<file path="src/rtl/smart_throttle_if.sv">
// Alert/throttle signal bundle between board pins and the SmaRT throttle controller.
// The master side drives the alert inputs; the slave side is the controller.
interface smart_throttle_if #(
    parameter int NUM_ALERTS = 2
) ();
    logic [NUM_ALERTS-1:0] iAlert_n;
    logic [NUM_ALERTS-1:0] iAlertEn;
    logic                  iPwrOk;
    logic                  iStatusClr;
    logic                  oThrottle;
    logic [NUM_ALERTS-1:0] oAlertStatus;
    logic                  oHoldActive;

    modport master (
        output iAlert_n, iAlertEn, iPwrOk, iStatusClr,
        input  oThrottle, oAlertStatus, oHoldActive
    );

    modport slave (
        input  iAlert_n, iAlertEn, iPwrOk, iStatusClr,
        output oThrottle, oAlertStatus, oHoldActive
    );
endinterface

</file>
<file path="src/rtl/smart_throttle_ctrl.sv">
// SmaRT system-throttle controller: synchronised, glitch-filtered alert aggregation
// with minimum hold time, power-good gating and sticky per-channel status.
module smart_throttle_ctrl #(
    parameter int NUM_ALERTS    = 2,
    parameter int FILTER_CYCLES = 4,
    parameter int HOLD_CYCLES   = 2000,
    parameter int CNT_W         = 12
) (
    input logic               iClk,
    input logic               iRst_n,
    smart_throttle_if.slave   bus
);

    localparam int FILT_W = (FILTER_CYCLES < 2) ? 1 : $clog2(FILTER_CYCLES + 1);
    localparam logic [FILT_W-1:0] FILT_LAST = FILT_W'(FILTER_CYCLES - 1);
    localparam logic [CNT_W-1:0]  HOLD_LOAD = (HOLD_CYCLES > 0) ? CNT_W'(HOLD_CYCLES - 1) : '0;

    localparam logic [1:0] ST_IDLE     = 2'd0;
    localparam logic [1:0] ST_THROTTLE = 2'd1;
    localparam logic [1:0] ST_HOLD     = 2'd2;

    logic [NUM_ALERTS-1:0] sync_p0;
    logic [NUM_ALERTS-1:0] sync_p1;
    logic [NUM_ALERTS-1:0] filt_p2;
    logic [FILT_W-1:0]     filt_cnt [NUM_ALERTS];
    logic [NUM_ALERTS-1:0] req;
    logic                  any_req;
    logic [1:0]            state;
    logic [CNT_W-1:0]      hold_cnt;
    logic [NUM_ALERTS-1:0] alert_status;

    // Stage p0/p1: two-flop synchroniser on the asynchronous alert pins
    always_ff @(posedge iClk) begin
        if (!iRst_n) begin
            sync_p0 <= '1;
            sync_p1 <= '1;
        end else begin
            sync_p0 <= bus.iAlert_n;
            sync_p1 <= sync_p0;
        end
    end

    // Stage p2: symmetric run-length filter, independent of enable and power-good
    always_ff @(posedge iClk) begin
        if (!iRst_n) begin
            filt_p2 <= '1;
            for (int i = 0; i < NUM_ALERTS; i++) filt_cnt[i] <= '0;
        end else begin
            for (int i = 0; i < NUM_ALERTS; i++) begin
                if (sync_p1[i] != filt_p2[i]) begin
                    if (filt_cnt[i] == FILT_LAST) begin
                        filt_p2[i]  <= sync_p1[i];
                        filt_cnt[i] <= '0;
                    end else begin
                        filt_cnt[i] <= filt_cnt[i] + FILT_W'(1);
                    end
                end else begin
                    filt_cnt[i] <= '0;
                end
            end
        end
    end

    assign req     = bus.iAlertEn & ~filt_p2;
    assign any_req = |req;

    always_ff @(posedge iClk) begin
        if (!iRst_n) begin
            state    <= ST_IDLE;
            hold_cnt <= '0;
        end else begin
            case (state)
                ST_IDLE: begin
                    if (bus.iPwrOk && any_req) state <= ST_THROTTLE;
                end
                ST_THROTTLE: begin
                    if (!bus.iPwrOk) begin
                        state <= ST_IDLE;
                    end else if (!any_req) begin
                        if (HOLD_CYCLES > 0) begin
                            state    <= ST_HOLD;
                            hold_cnt <= HOLD_LOAD;
                        end else begin
                            state <= ST_IDLE;
                        end
                    end
                end
                ST_HOLD: begin
                    if (!bus.iPwrOk) begin
                        state <= ST_IDLE;
                    end else if (any_req) begin
                        state <= ST_THROTTLE;
                    end else if (hold_cnt == '0) begin
                        state <= ST_IDLE;
                    end else begin
                        hold_cnt <= hold_cnt - CNT_W'(1);
                    end
                end
                default: state <= ST_IDLE;
            endcase
        end
    end

    // Set dominates clear so an alert active during the clear pulse is not lost
    always_ff @(posedge iClk) begin
        if (!iRst_n) begin
            alert_status <= '0;
        end else begin
            alert_status <= (alert_status & ~{NUM_ALERTS{bus.iStatusClr}})
                          | (req & {NUM_ALERTS{bus.iPwrOk}});
        end
    end

    assign bus.oThrottle    = (state != ST_IDLE);
    assign bus.oHoldActive  = (state == ST_HOLD);
    assign bus.oAlertStatus = alert_status;

endmodule

</file>
<file path="src/flat_wrapper.sv">
// flat-port wrapper written by rule: the top's interface ports become plain ports
module smart_throttle_ctrl_flat 
#(
    parameter int NUM_ALERTS    = 2,
    parameter int FILTER_CYCLES = 4,
    parameter int HOLD_CYCLES   = 2000,
    parameter int CNT_W         = 12
)
  (iClk, iRst_n, bus_iAlert_n, bus_iAlertEn, bus_iPwrOk, bus_iStatusClr, bus_oThrottle, bus_oAlertStatus, bus_oHoldActive);
  smart_throttle_if #(.NUM_ALERTS(NUM_ALERTS)) bus_i ();
  input logic iClk;
  input logic iRst_n;
  input wire logic [$bits(bus_i.iAlert_n)-1:0] bus_iAlert_n;
  input wire logic [$bits(bus_i.iAlertEn)-1:0] bus_iAlertEn;
  input wire logic [$bits(bus_i.iPwrOk)-1:0] bus_iPwrOk;
  input wire logic [$bits(bus_i.iStatusClr)-1:0] bus_iStatusClr;
  output wire logic [$bits(bus_i.oThrottle)-1:0] bus_oThrottle;
  output wire logic [$bits(bus_i.oAlertStatus)-1:0] bus_oAlertStatus;
  output wire logic [$bits(bus_i.oHoldActive)-1:0] bus_oHoldActive;
  assign bus_i.iAlert_n = bus_iAlert_n;
  assign bus_i.iAlertEn = bus_iAlertEn;
  assign bus_i.iPwrOk = bus_iPwrOk;
  assign bus_i.iStatusClr = bus_iStatusClr;
  assign bus_oThrottle = bus_i.oThrottle;
  assign bus_oAlertStatus = bus_i.oAlertStatus;
  assign bus_oHoldActive = bus_i.oHoldActive;
  smart_throttle_ctrl #(.NUM_ALERTS(NUM_ALERTS), .FILTER_CYCLES(FILTER_CYCLES), .HOLD_CYCLES(HOLD_CYCLES), .CNT_W(CNT_W)) u_core (.iClk(iClk), .iRst_n(iRst_n), .bus(bus_i));
endmodule
</file>
<file path="config.mk">
export PLATFORM = sky130hd
export DESIGN_NAME = smart_throttle_ctrl_flat
export DESIGN_NICKNAME = d
export VERILOG_FILES = /design/src/rtl/smart_throttle_if.sv /design/src/rtl/smart_throttle_ctrl.sv /design/src/flat_wrapper.sv
export SDC_FILE = /design/constraint.sdc
export NUM_CORES = 1
export LEC_CHECK = 0
export ABC_AREA = 1
export CORE_MARGIN = 2
export CORE_UTILIZATION = 30
export DETAILED_ROUTE_END_ITERATION = 10
export GPL_TIMING_DRIVEN = 0
export SYNTH_ARGS = -nofsm -noshare
export SYNTH_HDL_FRONTEND = slang
export SYNTH_SLANG_ARGS = --single-unit
</file>
<file path="constraint.sdc">
create_clock -name iClk -period 1.8 [get_ports iClk]
set_input_delay 0.45 -clock iClk [delete_from_list [all_inputs] [get_ports iClk]]
set_output_delay 0.45 -clock iClk [all_outputs]
set_load 0.05 [all_outputs]
</file>
Word level (Yosys, flattened, before mapping):

Memories as Yosys holds them, arrays and structs flattened.
Cells that the tools add are included.

* register bits after elaboration: 22
* memories kept: 1
* input port bits: 8
* RAM bits: 6

Memory list
* u_core.filt_cnt: words 2, bits a word 3, rd ports 2, clocked after Yosys merged registers in 0, wr ports 2, line smart_throttle_ctrl.sv:25 `logic [FILT_W-1:0] filt_cnt [NUM_ALERTS];`

* add/sub/neg operators: 3
* mux-type cells: 42
* eq/ne operators: 14
* bitwise logic cells: 12
* reductions and logical operators: 10

Operator list (number)
* 12-bit 2-to-1 mux: 5
* 12-bit one-hot mux with 2 select lines: 1
* 1-bit 2-to-1 mux: 23
* 3-bit 2-to-1 mux: 6
* 12-bit zero test: 1
* 2-bit 2-to-1 mux: 6
* 12-bit by 1-bit subtractor with 12-bit output (second input constant): 1
* 2-bit != test (second input constant): 5
* 3-bit by 1-bit adder with 3-bit output (second input constant): 2
* 2-bit bitwise AND: 3
* 3-bit by 2-bit equality test with 1-bit output (second input constant): 2
* 1-bit OR: 6
* 2-bit one-hot mux with 3 select lines: 1
* 6-bit AND reduction: 1
* 4-bit by 2-bit != test with 1-bit output (second input constant): 1
* 2-bit NOT: 2
* 2-bit AND reduction: 2
* 2-bit nonzero test: 2
* 3-bit != test (second input constant): 1
* 3-bit AND reduction: 1
* 2-bit by 1-bit equality test with 1-bit output (second input constant): 1
* 2-bit equality test (second input constant): 1
* 2-bit zero test: 1
* 1-bit != test: 2
* 4 further kinds: 4

Depth between registers and ports, before layout:

Gate-level depths: netlist (run 1).

* word-level depth: 8
* depth in mapped cells: 12
* depth with buffers taken out: 11

Worst setup path before layout (run 1):

OpenSTA, ideal clock, no wires.

* kind: reg-to-reg
* start: reg u_core.state[0]
* end: reg u_core.hold_cnt[10]
* setup slack: 409 ps
* arrival: 1278 ps
* stages on the path, launching flop included: 10
* setup time: 113 ps
* cells stage by stage: dfxtp_1 -> inv_2 -> nand2_1 -> inv_2 -> nand2_2 -> nand2_4 -> nand2_4 -> buf_8 -> nor2_1 -> nor2_1

* cells in the longest elaborated chain, start to end: 3
* elaborated cells between the ends (all ways): 10

RTL lines
* start, declared: line smart_throttle_ctrl.sv:28 `logic [1:0] state;`
* start signal, assigned: line smart_throttle_ctrl.sv:69 `state <= ST_IDLE;`
* start signal, assigned: line smart_throttle_ctrl.sv:74 `if (bus.iPwrOk && any_req) state <= ST_THROTTLE;`
* start signal, assigned: line smart_throttle_ctrl.sv:78 `state <= ST_IDLE;`
* 2-bit equality test (*)
* via bus_oHoldActive: line flat_wrapper.sv:19 `output wire logic [$bits(bus_i.oHoldActive)-1:0] bus_oHoldActive;`
* 2-bit != test (no source line) / 2-bit nonzero test (equally long branches)
* 6-bit AND reduction (no source line)
* end signal, assigned: line smart_throttle_ctrl.sv:96 `hold_cnt <= hold_cnt - CNT_W'(1);`
* end, declared: line smart_throttle_ctrl.sv:29 `logic [CNT_W-1:0] hold_cnt;`

Mark *: on every way through the listed nets, which the timed path passes. The rest lies on a longest branch.
A chain may end at the register's enable or synchronous reset.

Worst setup path after layout (run 1):

* start: reg u_core.state[0]
* end: out bus_oThrottle

* cells in the longest elaborated chain, start to end: 1

RTL lines
* 2-bit nonzero test: line smart_throttle_ctrl.sv:114 `assign bus.oThrottle = (state != ST_IDLE);`
* end, declared: line flat_wrapper.sv:17 `output wire logic [$bits(bus_i.oThrottle)-1:0] bus_oThrottle;`

No other way between the ends.

==> results of run 1 <==
metrics by stage:
step | power [mW] | util [%] | setup WS, ns | setup TNS (ns)
CTS | 1.32 | 36.8 | 0.0369 | 0
global route | 1.36 | 36.9 | 0.00804 | 0
floorplan | 0.778 | - | 0.409 | 0
global placement | 0.815 | 35.5 | -0.156 | -0.749
finish | 1.30 | 36.9 | 0.0885 | 0
detailed placement | 0.817 | 35.5 | -0.143 | -0.819
worst max-delay path, delay by kind of cell (launching register included):
| kind | cells | cell delay (ns) |
|---|---|---|
| flops | 1 | 0.39 |
| simple gates | 1 | 0.06 |
| buf+inv | 2 | 0.54 |
registers in the layout, indices dropped and copies added, names as in the netlist:
register	count
u_core.hold_cnt	12
u_core.filt_cnt	6
u_core.bus.oAlertStatus	2
u_core.filt_p2	2
u_core.state	2
u_core.sync_p0	2
u_core.sync_p1	2
worst paths after layout:
check,start,endpoint,slack (ns),cells past startpoint
worst max-delay path,u_core.state[0],bus_oThrottle,0.09,3
worst min-delay path,u_core.sync_p0[0],u_core.sync_p1[0],0.43,1
worst max register to register,u_core.hold_cnt[0],u_core.hold_cnt[10],0.28,12
worst min register to register,u_core.sync_p0[0],u_core.sync_p1[0],0.43,1
area by class of cell:
class	count	area, um2	share of cell area [%]
multi-input cells	144	748	43.0
flip-flops and latches	28	621	35.6
inverters	26	97.6	5.60
repair buffers	10	95.1	5.46
well taps	67	83.8	4.81
clock buffers	3	41.3	2.37
clock inverters	1	30.0	1.72
plain buffers	3	25.0	1.44
synth_stat cells:
| library cell | instances | share of area [%] |
|---|---|---|
| a211oi_1 | 2 | 1.0 |
| a21oi_1 | 5 | 1.7 |
| a21oi_2 | 6 | 3.6 |
| a221oi_1 | 1 | 0.59 |
| a22o_1 | 1 | 0.59 |
| buf_2 | 2 | 0.68 |
| buf_8 | 1 | 1.0 |
| conb_1 | 1 | 0.25 |
| dfxtp_1 | 22 | 30 |
| edfxtp_1 | 6 | 12 |
| ha_1 | 6 | 5.1 |
| inv_1 | 20 | 5.1 |
| inv_2 | 6 | 1.5 |
| nand2_1 | 40 | 10 |
| nand2_2 | 3 | 1.3 |
| nand2_4 | 2 | 1.5 |
| nand3_1 | 21 | 7.1 |
| nor2_1 | 35 | 8.9 |
| nor2_2 | 1 | 0.43 |
| nor2_8 | 1 | 1.4 |
| nor3_1 | 1 | 0.34 |
| o21ai_0 | 6 | 2.0 |
| or2_2 | 4 | 1.7 |
| xor2_1 | 3 | 1.8 |
repair_timing:
item | in CTS | in global routing
setup buffers | 0 | 0
endpoints found under the hold margin | 0 | 0
resized for setup | 8 | 2
pin swaps | 0 | 0
setup endpoints to repair | 4 | 2
kinds of logic (layout without fill, tap and decap cells):
logic type	Yosys count	count (layout)	share of synthesized area, %
AO/OA/AOI/OAI	21	21	9.52
XOR/XNOR	3	3	1.78
adder cells (fa/ha/maj)	6	6	5.10
buffers and inverters	29	43	8.33
flip-flops	28	28	42.1
other	1	6	0.255
AND/OR/NAND/NOR	108	108	32.9
power breakdown:
| group | switching (mW) | internal, mW |
|---|---|---|
| logic | 0.0797 | 0.0527 |
| clock network | 0.203 | 0.298 |
| registers | 0.0102 | 0.659 |
layer usage:
| metal | routed length (um) | GRT usage, % |
|---|---|---|
| met5 | 0 | 0 |
| met4 | 0 | 2.02 |
| met3 | 96 | 3.25 |
| met2 | 1240 | 18.9 |
| met1 | 1470 | 14.9 |
layout by cell type (no fill, tap or decap):
cell             instances
nor2_8                   1
nor3_1                   1
ha_1                     6
buf_8                    1
buf_2                    2
dfxtp_1                 22
dlygate4sd2_1            2
a221oi_1                 1
clkdlybuf4s15_1          1
a211oi_1                 2
nand2_1                 40
a22o_1                   1
clkbuf_4                 1
a21oi_1                  5
clkdlybuf4s50_1          6
nand3_1                 21
nand2_2                  3
a21oi_2                  6
conb_1                   6
o21ai_0                  6
inv_1                   20
inv_2                    6
bufinv_16                1
or2_2                    4
clkbuf_8                 3
xor2_1                   3
edfxtp_1                 6
nor2_1                  35
nor2_2                   1
nand2_4                  2
==> impl_metrics.json, run 1 <==
{
  "drc": 0,
  "fillers": 521,
  "peakVddDrop_mv": 0.480,
  "h-tree-depth": 1,
  "grt_use_total_pct": 11.4,
  "min_period_over_period_pct": 95.1,
  "dp_hpwl_mm": 2.11,
  "setup_viol": 0,
  "gp_congestion": 0.837,
  "port_buffers": 10,
  "clk_latency_ns": 0.28,
  "cp-end-kind": "output port",
  "min_period_ns": 1.71,
  "worstPathArrival_ns": 1.26,
  "netlist_area_um2": 1470,
  "p_per_area_nw_per_um2": 748,
  "fp.dieW_um": 74.1,
  "critPathLaunchType": "flip-flop",
  "timing_worst_setup_path_type": "flip-flop to output port",
  "cts_sinks": 28,
  "dp.cells": 278,
  "max_cap_viol_count": 0,
  "grt_antenna_before_repair": 0,
  "antenna_cells": 0,
  "slowest_delay_ns": 0.49,
  "cts.path.max_buffers": 2,
  "whs_ns": 0.427,
  "drv_slew": 0,
  "drtIter0Drc": 36,
  "postCtsHoldBufs": 0,
  "syn_inst": 196,
  "crit_fanout": 3,
  "ys_ff_latch": 28,
  "routed_via_density": 4.24,
  "cts-root-buf": "clkbuf_8",
  "fin_nets": 230,
  "core-area_um2": 4720,
  "power_leakage_nw": 0.814,
  "syn_area_per_cell_um2": 7.51,
  "area_growth_pct": 18.3,
  "min_path_type": "flip-flop to flip-flop",
  "fin_cells": 282,
  "tritoncts": "done",
  "crit_chain": "inv_2, nand2_1, clkdlybuf4s15_1",
  "layout-drive-gt1-share_pct": 14.4,
  "floorplan.initialDensity_pct": 31.2,
  "vias": 1196,
  "grt_start_max_net_pins": 17,
  "wire_per_inst_um": 9.99,
  "crit_slowest_cell": "clkdlybuf4s15_1",
  "fmax_mhz": 584,
  "cp.required_ns": 1.35,
  "grt_pass1_vias": 1188,
  "synth.distinct_cells": 24,
  "clkTransAtPathRegs_ns": 0.10,
  "die_h_um": 74.1,
  "ant_nets": 0,
  "grt_pass1_wl_mm": 4.99,
  "gr-total-overflow": 0,
  "yosysSeqAreaShare_pct": 42.1,
  "placed_area_um2": 1680,
  "status": "complete, no violations",
  "cts_buffers": 3,
  "rsz0062_at_grt": "no",
  "io_pins": 12,
  "yosys_warnings": 0,
  "hold_violations": 0,
  "design_area_um2": 1740,
  "rows": 25,
  "die-area_um2": 5490,
  "routed_wirelength_mm": 2.82,
  "clock-skew-final_ns": 0.00363,
  "drt-pass1-iter-count": 4
}
(Power assumes the default switching activity.)
==> run 2: changes to the inputs <==
CELL_PAD_IN_SITES_DETAIL_PLACEMENT = 1   (was unset)
CELL_PAD_IN_SITES_GLOBAL_PLACEMENT = 2   (was unset)
PLACE_DENSITY_LB_ADDON = 0.1   (was unset)
==> impl_metrics.json, run 2 (synthesized netlist as in run 1, its figures left out) <==
{
  "status": "complete, no violations",
  "clkTransAtPathRegs_ns": 0.11,
  "gr-total-overflow": 0,
  "tritoncts": "done",
  "cp.required_ns": 1.35,
  "gp_congestion": 0.800,
  "io_pins": 12,
  "crit_slowest_cell": "clkdlybuf4s15_1",
  "drtIter0Drc": 23,
  "drv_slew": 0,
  "pre_cts_slack_ns": -0.178,
  "fin_nets": 230,
  "grt_pass1_vias": 1354,
  "worstPathArrival_ns": 1.26,
  "hold_violations": 0,
  "floorplan.initialDensity_pct": 31.2,
  "core-area_um2": 4720,
  "routed_via_density": 4.38,
  "layout-drive-gt1-share_pct": 14.4,
  "ff2ff_setup_slack_ns": 0.23,
  "port_buffers": 10,
  "finish.utilization_pct": 36.9,
  "min_period_ns": 1.71,
  "antenna_cells": 0,
  "cts_buffers": 3,
  "top_register": "u_core.hold_cnt",
  "routed_wirelength_mm": 3.37,
  "grt_use_total_pct": 13.9,
  "die-area_um2": 5490,
  "fp.dieW_um": 74.1,
  "min_path_type": "flip-flop to flip-flop",
  "dp_hpwl_mm": 2.67,
  "grt_antenna_before_repair": 0,
  "p_per_area_nw_per_um2": 750,
  "rows": 25,
  "fillers": 603,
  "area_growth_pct": 18.3,
  "vias": 1235,
  "clk_latency_ns": 0.28,
  "grt_pass1_wl_mm": 5.97,
  "fin_total_pwr_mw": 1.31,
  "max_cap_viol_count": 0,
  "setup_ws_ns": 0.0878,
  "cts_sinks": 28,
  "crit_fanout": 3,
  "final_common_cell": "nand2_1",
  "fmax_mhz": 584,
  "grt_start_max_net_pins": 17,
  "critPathLaunchType": "flip-flop",
  "rsz0062_at_grt": "no",
  "wire_per_inst_um": 12.0,
  "timing_worst_setup_path_type": "flip-flop to output port",
  "cts-root-buf": "clkbuf_8",
  "die_h_um": 74.1,
  "final_cell_mix": "40 x nand2_1, 35 x nor2_1, 22 x dfxtp_1, 21 x nand3_1, 20 x inv_1",
  "power_leakage_nw": 0.814,
  "drc": 0,
  "largest_reg_flops": 12,
  "top_regs": "u_core.hold_cnt: 12 flops, u_core.filt_cnt: 6 flops",
  "cts.path.max_buffers": 2,
  "h-tree-depth": 1,
  "slowest_delay_ns": 0.49,
  "crit_chain": "inv_2, nand2_1, clkdlybuf4s15_1",
  "drt-pass1-iter-count": 4,
  "postCtsHoldBufs": 0,
  "peakVddDrop_mv": 0.430,
  "min_period_over_period_pct": 95.1,
  "setup_viol": 0,
  "ant_nets": 0,
  "tns_ns": 0,
  "cp-end-kind": "output port",
  "clock-skew-final_ns": 0.0148
}
[run 2: area by class of cell]
class                           count  area (um2)  share of cell area [%]
Clock buffer                        3        41.3                    2.37
Clock inverter                      1        30.0                    1.72
Tap cell                           67        83.8                    4.81
Multi-Input combinational cell    144         748                    43.0
Buffer                              3        25.0                    1.44
Inverter                           26        97.6                    5.60
Sequential cell                    28         621                    35.6
Timing Repair Buffer               10        95.1                    5.46
[run 2: worst paths after layout]
kind                            cells past startpoint          startpoint                 end
worst max-delay path                                3     u_core.state[1]       bus_oThrottle
worst max register to register                     11  u_core.hold_cnt[0]  u_core.hold_cnt[6]
worst min register to register                      1   u_core.sync_p0[0]   u_core.sync_p1[0]
worst min-delay path                                1   u_core.sync_p0[0]   u_core.sync_p1[0]
[run 2: critical path: cells and delay by family (launching register included)]
family | cells | cell delay [ns]
buf+inv | 2 | 0.55
flops | 1 | 0.39
simple gates | 1 | 0.06
[run 2: metrics by stage]
stage	instances	hold WS, ns	cell area (um2)
floorplan	201	0.393	1490
global placement	278	0.404	1680
global route	282	0.445	1740
finish	282	0.431	1740
detailed placement	278	0.400	1680
CTS	282	0.441	1740
[run 2: what timing repair did]
item / 4_1_cts / 5_1_grt
setup buffers: 0 / 0
gates resized for setup: 8 / 2
setup endpoints to repair: 4 / 2
cloned: 0 / 0
hold endpoints to repair: 0 / 0
[run 2: routing by layer]
layer	up-vias	track usage (%)	routed length (um)
met5	-	0	0
met4	0	3.03	22
met3	2	1.63	56
met2	6	26.3	1670
met1	577	16.8	1620
li1	650	-	-
[run 2: where the power goes]
part | internal [mW] | switching (mW) | total, mW
registers | 0.659 | 0.0109 | 0.670
logic | 0.0530 | 0.0821 | 0.135
clock network | 0.298 | 0.204 | 0.501
